`src/rtl/cpu_run_ctrl.sv`:
```
// Run/halt/step controller between the CPU core and its top-level pins.
// It gates core progress through run_en, holds a PC breakpoint table, and exposes muxed debug counters.
module cpu_run_ctrl #(
   parameter int ADDR_W  = 32,
   parameter int NUM_BP  = 4,
   parameter int STEP_W  = 16,
   parameter int CNT_W   = 32,
   parameter int DEBUG_W = 32,
   localparam int IDX_W  = (NUM_BP > 1) ? $clog2(NUM_BP) : 1
) (
   input  logic               clk,
   input  logic               rst_n,
   // "continue" is a reserved word in SystemVerilog, so the resume pin is named cont
   input  logic               cont,
   input  logic               halt_req,
   input  logic               step_req,
   input  logic [STEP_W-1:0]  step_count,
   input  logic               bp_we,
   input  logic [IDX_W-1:0]   bp_idx,
   input  logic [ADDR_W-1:0]  bp_addr,
   input  logic               bp_en,
   input  logic [ADDR_W-1:0]  pc,
   input  logic               pc_valid,
   input  logic               instr_retire,
   input  logic               cpu_halt,
   input  logic               cnt_clr,
   input  logic [1:0]         debug_sel,
   output logic               run_en,
   output logic               pwr,
   output logic               halted,
   output logic [2:0]         halt_cause,
   output logic [DEBUG_W-1:0] debug
);
   // state  | meaning
   // RUN    | core free-running
   // STEP   | core runs until step_left retires
   // HALTED | core stopped, waiting for continue or step_req
   localparam logic [1:0] S_RUN    = 2'd0;
   localparam logic [1:0] S_STEP   = 2'd1;
   localparam logic [1:0] S_HALTED = 2'd2;

   localparam logic [2:0] C_NONE = 3'd0;
   localparam logic [2:0] C_EXT  = 3'd1;
   localparam logic [2:0] C_BP   = 3'd2;
   localparam logic [2:0] C_INSN = 3'd3;
   localparam logic [2:0] C_STEP = 3'd4;

   logic [1:0]        state;
   logic [ADDR_W-1:0] bp_addr_q [NUM_BP];
   logic [NUM_BP-1:0] bp_en_q;
   logic [STEP_W-1:0] step_left;
   logic              bp_skip;
   logic              cont_q;
   logic [ADDR_W-1:0] halt_pc;
   logic [CNT_W-1:0]  cycle_cnt;
   logic [CNT_W-1:0]  retire_cnt;
   logic              bp_match;
   logic              bp_hit;
   logic              active;
   logic              cont_rise;

   always_comb begin
      bp_match = 1'b0;
      for (int i = 0; i < NUM_BP; i++) begin
         if (bp_en_q[i] && (bp_addr_q[i] == pc)) bp_match = 1'b1;
      end
   end

   assign bp_hit    = pc_valid & ~bp_skip & bp_match;
   assign active    = (state == S_RUN) | (state == S_STEP);
   assign run_en    = active & ~bp_hit & ~halt_req;
   assign halted    = (state == S_HALTED);
   assign cont_rise = cont & ~cont_q;

   always_ff @(posedge clk or negedge rst_n) begin
      if (!rst_n) begin
         for (int i = 0; i < NUM_BP; i++) bp_addr_q[i] <= '0;
         bp_en_q <= '0;
      end else if (bp_we) begin
         for (int i = 0; i < NUM_BP; i++) begin
            if (IDX_W'(i) == bp_idx) begin
               bp_addr_q[i] <= bp_addr;
               bp_en_q[i]   <= bp_en;
            end
         end
      end
   end

   always_ff @(posedge clk or negedge rst_n) begin
      if (!rst_n) begin
         state      <= S_RUN;
         halt_cause <= C_NONE;
         halt_pc    <= '0;
         step_left  <= '0;
         bp_skip    <= 1'b0;
         cont_q     <= 1'b0;
         pwr        <= 1'b0;
      end else begin
         pwr    <= 1'b1;
         cont_q <= cont;
         case (state)
            S_RUN, S_STEP: begin
               if (halt_req) begin
                  state      <= S_HALTED;
                  halt_cause <= C_EXT;
                  halt_pc    <= pc;
               end else if (bp_hit) begin
                  state      <= S_HALTED;
                  halt_cause <= C_BP;
                  halt_pc    <= pc;
               end else if (cpu_halt) begin
                  state      <= S_HALTED;
                  halt_cause <= C_INSN;
                  halt_pc    <= pc;
               end else if ((state == S_STEP) && instr_retire) begin
                  if (step_left == STEP_W'(1)) begin
                     state      <= S_HALTED;
                     halt_cause <= C_STEP;
                     halt_pc    <= pc;
                  end
                  step_left <= step_left - STEP_W'(1);
               end
               // the resumed PC is allowed past its own breakpoint exactly once
               if (bp_skip && pc_valid && run_en) bp_skip <= 1'b0;
            end
            S_HALTED: begin
               if (!halt_req) begin
                  if (step_req) begin
                     state      <= S_STEP;
                     halt_cause <= C_NONE;
                     step_left  <= (step_count == '0) ? STEP_W'(1) : step_count;
                     bp_skip    <= 1'b1;
                  end else if (cont_rise) begin
                     state      <= S_RUN;
                     halt_cause <= C_NONE;
                     bp_skip    <= 1'b1;
                  end
               end
            end
            default: state <= S_RUN;
         endcase
      end
   end

   always_ff @(posedge clk or negedge rst_n) begin
      if (!rst_n) begin
         cycle_cnt  <= '0;
         retire_cnt <= '0;
      end else if (cnt_clr) begin
         cycle_cnt  <= '0;
         retire_cnt <= '0;
      end else begin
         if (run_en)       cycle_cnt  <= cycle_cnt + CNT_W'(1);
         if (instr_retire) retire_cnt <= retire_cnt + CNT_W'(1);
      end
   end

   always_ff @(posedge clk or negedge rst_n) begin
      if (!rst_n) begin
         debug <= '0;
      end else begin
         case (debug_sel)
            2'd0:    debug <= DEBUG_W'(cycle_cnt);
            2'd1:    debug <= DEBUG_W'(retire_cnt);
            2'd2:    debug <= DEBUG_W'(halt_pc);
            default: debug <= DEBUG_W'({halt_cause, state, pwr});
         endcase
      end
   end
endmodule

```
`config.mk`:
```
export PLATFORM = sky130hd
export DESIGN_NAME = cpu_run_ctrl
export DESIGN_NICKNAME = d
export VERILOG_FILES = /design/src/rtl/cpu_run_ctrl.sv
export SDC_FILE = /design/constraint.sdc
export NUM_CORES = 1
export LEC_CHECK = 0
export CELL_PAD_IN_SITES_DETAIL_PLACEMENT = 1
export CELL_PAD_IN_SITES_GLOBAL_PLACEMENT = 2
export CORE_UTILIZATION = 42
export CTS_CLUSTER_DIAMETER = 30
export DETAILED_ROUTE_END_ITERATION = 8
export PLACE_DENSITY = 0.95
export SYNTH_ARGS = -nofsm -noshare
export SYNTH_HDL_FRONTEND = slang
export SYNTH_SLANG_ARGS = --single-unit
```
`constraint.sdc`:
```
create_clock -name clk -period 7 [get_ports clk]
set_input_delay 1.4 -clock clk [delete_from_list [all_inputs] [get_ports clk]]
set_output_delay 1.4 -clock clk [all_outputs]
set_load 0.1 [all_outputs]
```
==> results of run 1 <==
-- logic make-up after synthesis --
logic type                 count (synthesis)
and+or+nand+nor                          375
DFF                                      284
muxes                                    204
xor gates and xnor gates                 169
AOI/OAI and AO/OA                        117
buffers and inverters                    107
adders and majority gates                  4
other                                      1
-- worst paths after layout --
path	start	endpoint	slack, ns	depth (start not counted)
max in group asynchronous	rst_n	bp_addr_q[109]	4.69	2
max	pc[9]	run_en	1.30	9
min reg2reg	halt_pc[18]	halt_pc[18]	0.48	1
min in group asynchronous	rst_n	debug[8]	0.90	1
min	halt_pc[18]	halt_pc[18]	0.48	1
max reg2reg	bp_addr_q[0]	cycle_cnt[27]	3.65	8
-- layout by cell type (no fill, tap or decap), types with 9 or more instances in the layout --
master,instances
mux2i_1,28
nor4_1,49
clkbuf_16,70
clkinv_2,13
nand4_1,27
clkbuf_1,9
clkdlybuf4s50_1,128
mux2_2,138
bufinv_16,13
mux2_1,32
a21oi_1,31
nand2_1,60
inv_1,28
nor3_1,36
nand3_1,41
xnor2_1,64
and4_1,10
clkbuf_8,11
and3_1,16
xor2_1,105
buf_4,10
nand2b_1,12
o21ai_0,48
nor2_1,93
dfrtp_1,284
-- power by group --
group | total (mW) | internal, mW | switching [mW] | leakage [nW]
clock network | 3.57 | 2.46 | 1.11 | 1.27
registers | 2.26 | 1.98 | 0.280 | 3.55
logic | 1.54 | 0.536 | 1.00 | 2.83
total | 7.37 | 4.98 | 2.39 | 7.65
-- worst max-delay path: cells and delay by family --
family	cells	cell delay, ns
AND/OR/NAND/NOR	4	0.67
AO/OA/AOI/OAI	1	0.56
XOR/XNOR	1	0.44
buffers and inverters	3	1.23
-- state kept, by name, summed over array words and instances (netlist names) --
register    count
bp_skip         1
halt_pc        32
cycle_cnt      32
cont_q          1
state           2
step_left      16
bp_en_q         4
bp_addr_q     128
retire_cnt     32
pwr             1
halt_cause      3
debug          32
-- stage by stage --
stage	power (mW)	setup WS, ns
floorplan	3.23	2.30
global placement	3.70	1.42
detailed placement	3.77	1.37
CTS	7.41	1.32
global route	7.62	1.21
finish	7.37	1.30
-- layout make-up --
| class | instances | share of cell area, % |
|---|---|---|
| clock buffer | 90 | 10.6 |
| clock inverter | 39 | 3.73 |
| inverter | 28 | 0.573 |
| multi-input combinational | 870 | 35.7 |
| sequential | 284 | 38.8 |
| tap | 442 | 3.02 |
| timing repair buffer | 142 | 7.64 |
-- layer usage --
layer,share of wire [%],vias up
met1,42,5553
met3,4.9,105
met4,3.3,0
met2,50,337
li1,-,4733
met5,0,-
==> flow_summary.ini, run 1 <==
[global_routing]
grt_util_met2_pct = 48.8
gr-usage-all-layers_pct = 29.0
grt_pass1_vias = 12065
busiest_layer = met2
grt_antenna_before_repair = 0
grt_max_degree = 162
met1_usage_pct = 36.9
gr-total-overflow = 0
grt_pass1_wl_mm = 73.8
grtUsageMet3_pct = 5.15

[route]
wirelength_mm = 47.9
wl_per_cell_um = 25.3
first_pass_iters = 4
drc = 0
drtIter0Drc = 740
viasPerCell = 5.66
drtAntennaViolNets = 0
vias = 10728

[synth]
synthMuxAreaShare_pct = 16.5
synthArstFlopShare_pct = 100
ys_ff_latch = 284
synth_edf_count = 0
synthAdderAreaFrac_pct = 0.354
synth_top_family_by_area = multiplexers
synth_top_area_share_pct = 50.3
synth.distinct_cells = 56
netlist_area_um2 = 14100
synthTopCellsByCount = dfrtp_1, mux2_2, xor2_1
synth_ff_type = dfrtp_1
synth-xor-area-share_pct = 10.5
avgSynthCellArea_um2 = 11.2
synth_top_area_cell = dfrtp_1
syn-instance-count = 1261
ys_seq_area_share_pct = 50.3
synth_area_leaders = dfrtp_1, mux2_2, xor2_1
yosysMostFrequentCell = dfrtp_1
yosys.area_share.simple_pct = 13.8
syn_nets = 1360
yosys_warnings = 0
synth_compound_area_share_pct = 5.19

[timing]
skew_ns = 0.0444
slew_headroom_pct = 14.3
hold_violations = 0
fmax_ghz = 0.175
hold_slack_ns = 0.485
fin_crit_sh_pct = 81.4
slew_viol_final = 0
setup_tns_ns = 0
rsz0062_at_grt = no
worst_pin_slew_ns = 1.29
setup_viol = 0
finalCriticalPeriod_ns = 5.70

[die]
ioPinCount = 133
core_area_um2 = 32800
die_w_um = 185
fp.dieH_um = 185
die_area_um2 = 34400
rows = 66
start_util_pct = 43.1

[placed_design]
placed_area_um2 = 15700
dp_hpwl_mm = 32.1
io_buffers = 132
place_congestion = 0.944
dpl.cell_count = 1766

[worst_setup_path]
end_kind = primary output
crit_fanout = 6
critPathRequiredTime_ns = 5.60
worstPathCellList = clkdlybuf4s50_1, xor2_1, nor4_1, nand4_1, nor3_1, o41ai_4, nand2_1, inv_1, buf_4
critPathKind = input pin to primary output
cp_slowest_stage_delay_ns = 0.68
cp-start-kind = input pin
arrival_ns = 4.30
slowest_stage = clkdlybuf4s50_1

[clock_tree]
numClockSinks = 284
cts_root_buffer = clkbuf_16
cts_tree = done
cts.path.max_buffers = 3
numCtsBuffers = 70
cts.htree.levels = 3
clock_latency_ns = 0.60
post_cts_buffers = 0
cts_hold_buf = 0
ctsResizeCount = 0
clkSlewWorstSetupHoldPaths_ns = 0.05

[power]
power.leakage_nw = 7.65
irDropWorstVdd_mv = 0.237
powerDensity_nw_per_um2 = 402

[finish]
fin_util_pct = 55.9
diodes = 0
area_delta_synth_final_pct = 29.8
multi_input_area_um2 = 6550
n_fill_cell = 3390
regArea_um2 = 7110
final_cells = 1895
stdcell_area_um2 = 18300
layout-drive-gt1-share_pct = 20.2
layout.nets = 1495

[flow_run]
maxCapViolations = 0

[min_path]
hold_path_class = flop to flop

[outcome]
status = finished clean
(Power assumes the default switching activity.)
==> inputs of run 2 (changes only) <==
--- a/config.mk
+++ b/config.mk
@@ -7,10 +7,10 @@
 export LEC_CHECK = 0
 export CELL_PAD_IN_SITES_DETAIL_PLACEMENT = 1
 export CELL_PAD_IN_SITES_GLOBAL_PLACEMENT = 2
-export CORE_UTILIZATION = 42
+export CORE_UTILIZATION = 39
 export CTS_CLUSTER_DIAMETER = 30
 export DETAILED_ROUTE_END_ITERATION = 8
-export PLACE_DENSITY = 0.95
+export PLACE_DENSITY = 0.9
 export SYNTH_ARGS = -nofsm -noshare
 export SYNTH_HDL_FRONTEND = slang
 export SYNTH_SLANG_ARGS = --single-unit
==> constraint.sdc (replaced) <==
create_clock -name clk -period 5.4 [get_ports clk]
set_input_delay 1.08 -clock clk [delete_from_list [all_inputs] [get_ports clk]]
set_output_delay 1.08 -clock clk [all_outputs]
set_load 0.1 [all_outputs]
==> run 2 against run 1 <==
Critical path depth did not move; sequential power grew 29%; wire length decreased by 3.4%; sequential cell count unchanged; count of clock-buffer cells in the layout is 11 higher; setup slack got worse by 0.78 ns; global-route usage is 3.0 points lower; utilization is 4.3 points lower; final cell count up 1.7%; highest routed layer unchanged.
==> flow_summary.ini, run 2 (same netlist as run 1, synthesis figures left out) <==
[finish]
layout.nets = 1504
n_fill_cell = 3718
layout-drive-gt1-share_pct = 20.9
final_cells = 1928
final_cell_mix = dfrtp_1, mux2_2, clkdlybuf4s50_1
regArea_um2 = 7110
final_common_cell = dfrtp_1
multi_input_area_um2 = 6560
top_register = bp_addr_q
largest_reg_flops = 128
stdcell_area_um2 = 18400
area_delta_synth_final_pct = 30.0

[timing]
hold_violations = 0
finalCriticalPeriod_ns = 4.88
slew_headroom_pct = 24.5
skew_ns = 0.0209
worst_pin_slew_ns = 1.13
fmax_ghz = 0.205
fin_crit_sh_pct = 90.3
setup_tns_ns = 0
setup_viol = 0
rsz0062_at_grt = no
slew_viol_final = 0

[min_path]
min_to = debug[22]
hold_path_class = flop to flop
hold_start = halt_pc[22]
whs_path_depth = 2

[clock_tree]
clock_latency_ns = 0.58
cts_root_buffer = clkbuf_16
ctsResizeCount = 0
post_cts_buffers = 0
cts_hold_buf = 0
numCtsBuffers = 72
cts.htree.levels = 3
cts.path.max_buffers = 3
clkSlewWorstSetupHoldPaths_ns = 0.04
cts_tree = done
numClockSinks = 284

[outcome]
status = finished clean

[power]
p_int_mw = 6.40
irDropWorstVdd_mv = 0.335
pwr-share-clk_pct = 47.5
p_switching_mw = 2.95
power_frac_seq_pct = 31.2
power.leakage_nw = 7.66
comb_power_share_pct = 21.3
powerDensity_nw_per_um2 = 509
netSwitchingFraction_pct = 31.5

[route]
wirelength_mm = 46.2
vias = 10614
drtAntennaViolNets = 0
drtIter0Drc = 551
first_pass_iters = 4
wl_per_cell_um = 24.0
viasPerCell = 5.51
drc = 0

[worst_setup_path]
r2r_setup_slack_ns = 2.20
critPathKind = input pin to primary output
cp_slowest_stage_delay_ns = 0.67
cp_num_buf_inv = 3
end_kind = primary output
critPathRequiredTime_ns = 4.32
cp_top_family = simple AND/OR/NAND/NOR gates
r2r-end = halt_pc[20]
arrival_ns = 3.80
cp-start-kind = input pin
crit_fanout = 5
r2r_start = bp_addr_q[16]
slowest_stage = clkdlybuf4s50_1
r2r_cells = 9
worstPathCellList = clkdlybuf4s50_1, xor2_1, nor4_1, nand4_1, nor4_2, o41ai_4, nand2_1, inv_1, buf_12

[die]
die_w_um = 192
core_area_um2 = 35600
fp.dieH_um = 192
die_area_um2 = 37000
ioPinCount = 133
rows = 69
start_util_pct = 39.7

[global_routing]
grt_pass1_vias = 11739
grt_max_degree = 119
gr-total-overflow = 0
grt_antenna_before_repair = 2
grt_pass1_wl_mm = 71.1
gr-usage-all-layers_pct = 26.1

[placed_design]
dp_hpwl_mm = 32.1
io_buffers = 132
dpl.cell_count = 1792
place_congestion = 0.943
placed_area_um2 = 15800

[flow_run]
maxCapViolations = 0
[run 2: cell types whose count changed in the layout (fill, tap and decap cells not counted), moves of 4 or more]
cell	change
bufinv_16	-6
clkbuf_16	+7
clkinvlp_4	+4
clkinv_16	-4
buf_4	+5
clkbuf_8	+5
[run 2: layout make-up]
class | instances | share of cell area [%]
Inverter | 28 | 0.572
Antenna cell | 3 | 0.0409
Tap cell | 461 | 3.14
Clock buffer | 101 | 11.8
Clock inverter | 32 | 1.99
Sequential cell | 284 | 38.7
Timing Repair Buffer | 149 | 8.05
Multi-Input combinational cell | 870 | 35.7
[run 2: layer usage]
metal  part of all wire, %  track usage [%]
met1                    43             33.8
met2                    49             42.6
met3                   5.2             4.82
met4                   3.0             10.9
met5                     0                0
[run 2: how the worst max path moves through the flow]
stage / from / endpoint / depth (start not counted)
5_1_grt: pc[6] / run_en / 9
6_report: pc[16] / run_en / 9
3_3_place_gp: pc[0] / run_en / 9
3_5_place_dp: pc[16] / run_en / 9
4_1_cts: pc[16] / run_en / 9
2_1_floorplan: pc[18] / run_en / 8
[run 2: tightest hold or removal path, stage by stage (launching register included)]
cell and delay (ns):
dfrtp_1 0.33, nand2_1 0.05, o21ai_0 0.06
[run 2: power by group through the flow]
stage                     clock [mW]  combinational (mW)  sequential, mW
final                           4.44                1.99            2.92
after global routing            4.61                2.11            2.97
after CTS                       4.50                2.00            2.92
after detailed placement           0                1.97            2.93
after global placement             0                1.92            2.90
after floorplan                    0                1.00            3.18
[run 2: per-stage QoR]
stage / hold WS (ns) / power (mW) / utilization [%] / setup slack, ns
final: 0.481 / 9.35 / 51.7 / 0.522
after global routing: 0.508 / 9.70 / 51.6 / 0.510
after CTS: 0.484 / 9.42 / 51.6 / 0.567
after detailed placement: 0.476 / 4.90 / 44.5 / 0.578
after global placement: 0.462 / 4.82 / 44.5 / 0.585
after floorplan: 0.443 / 4.18 / - / 1.34
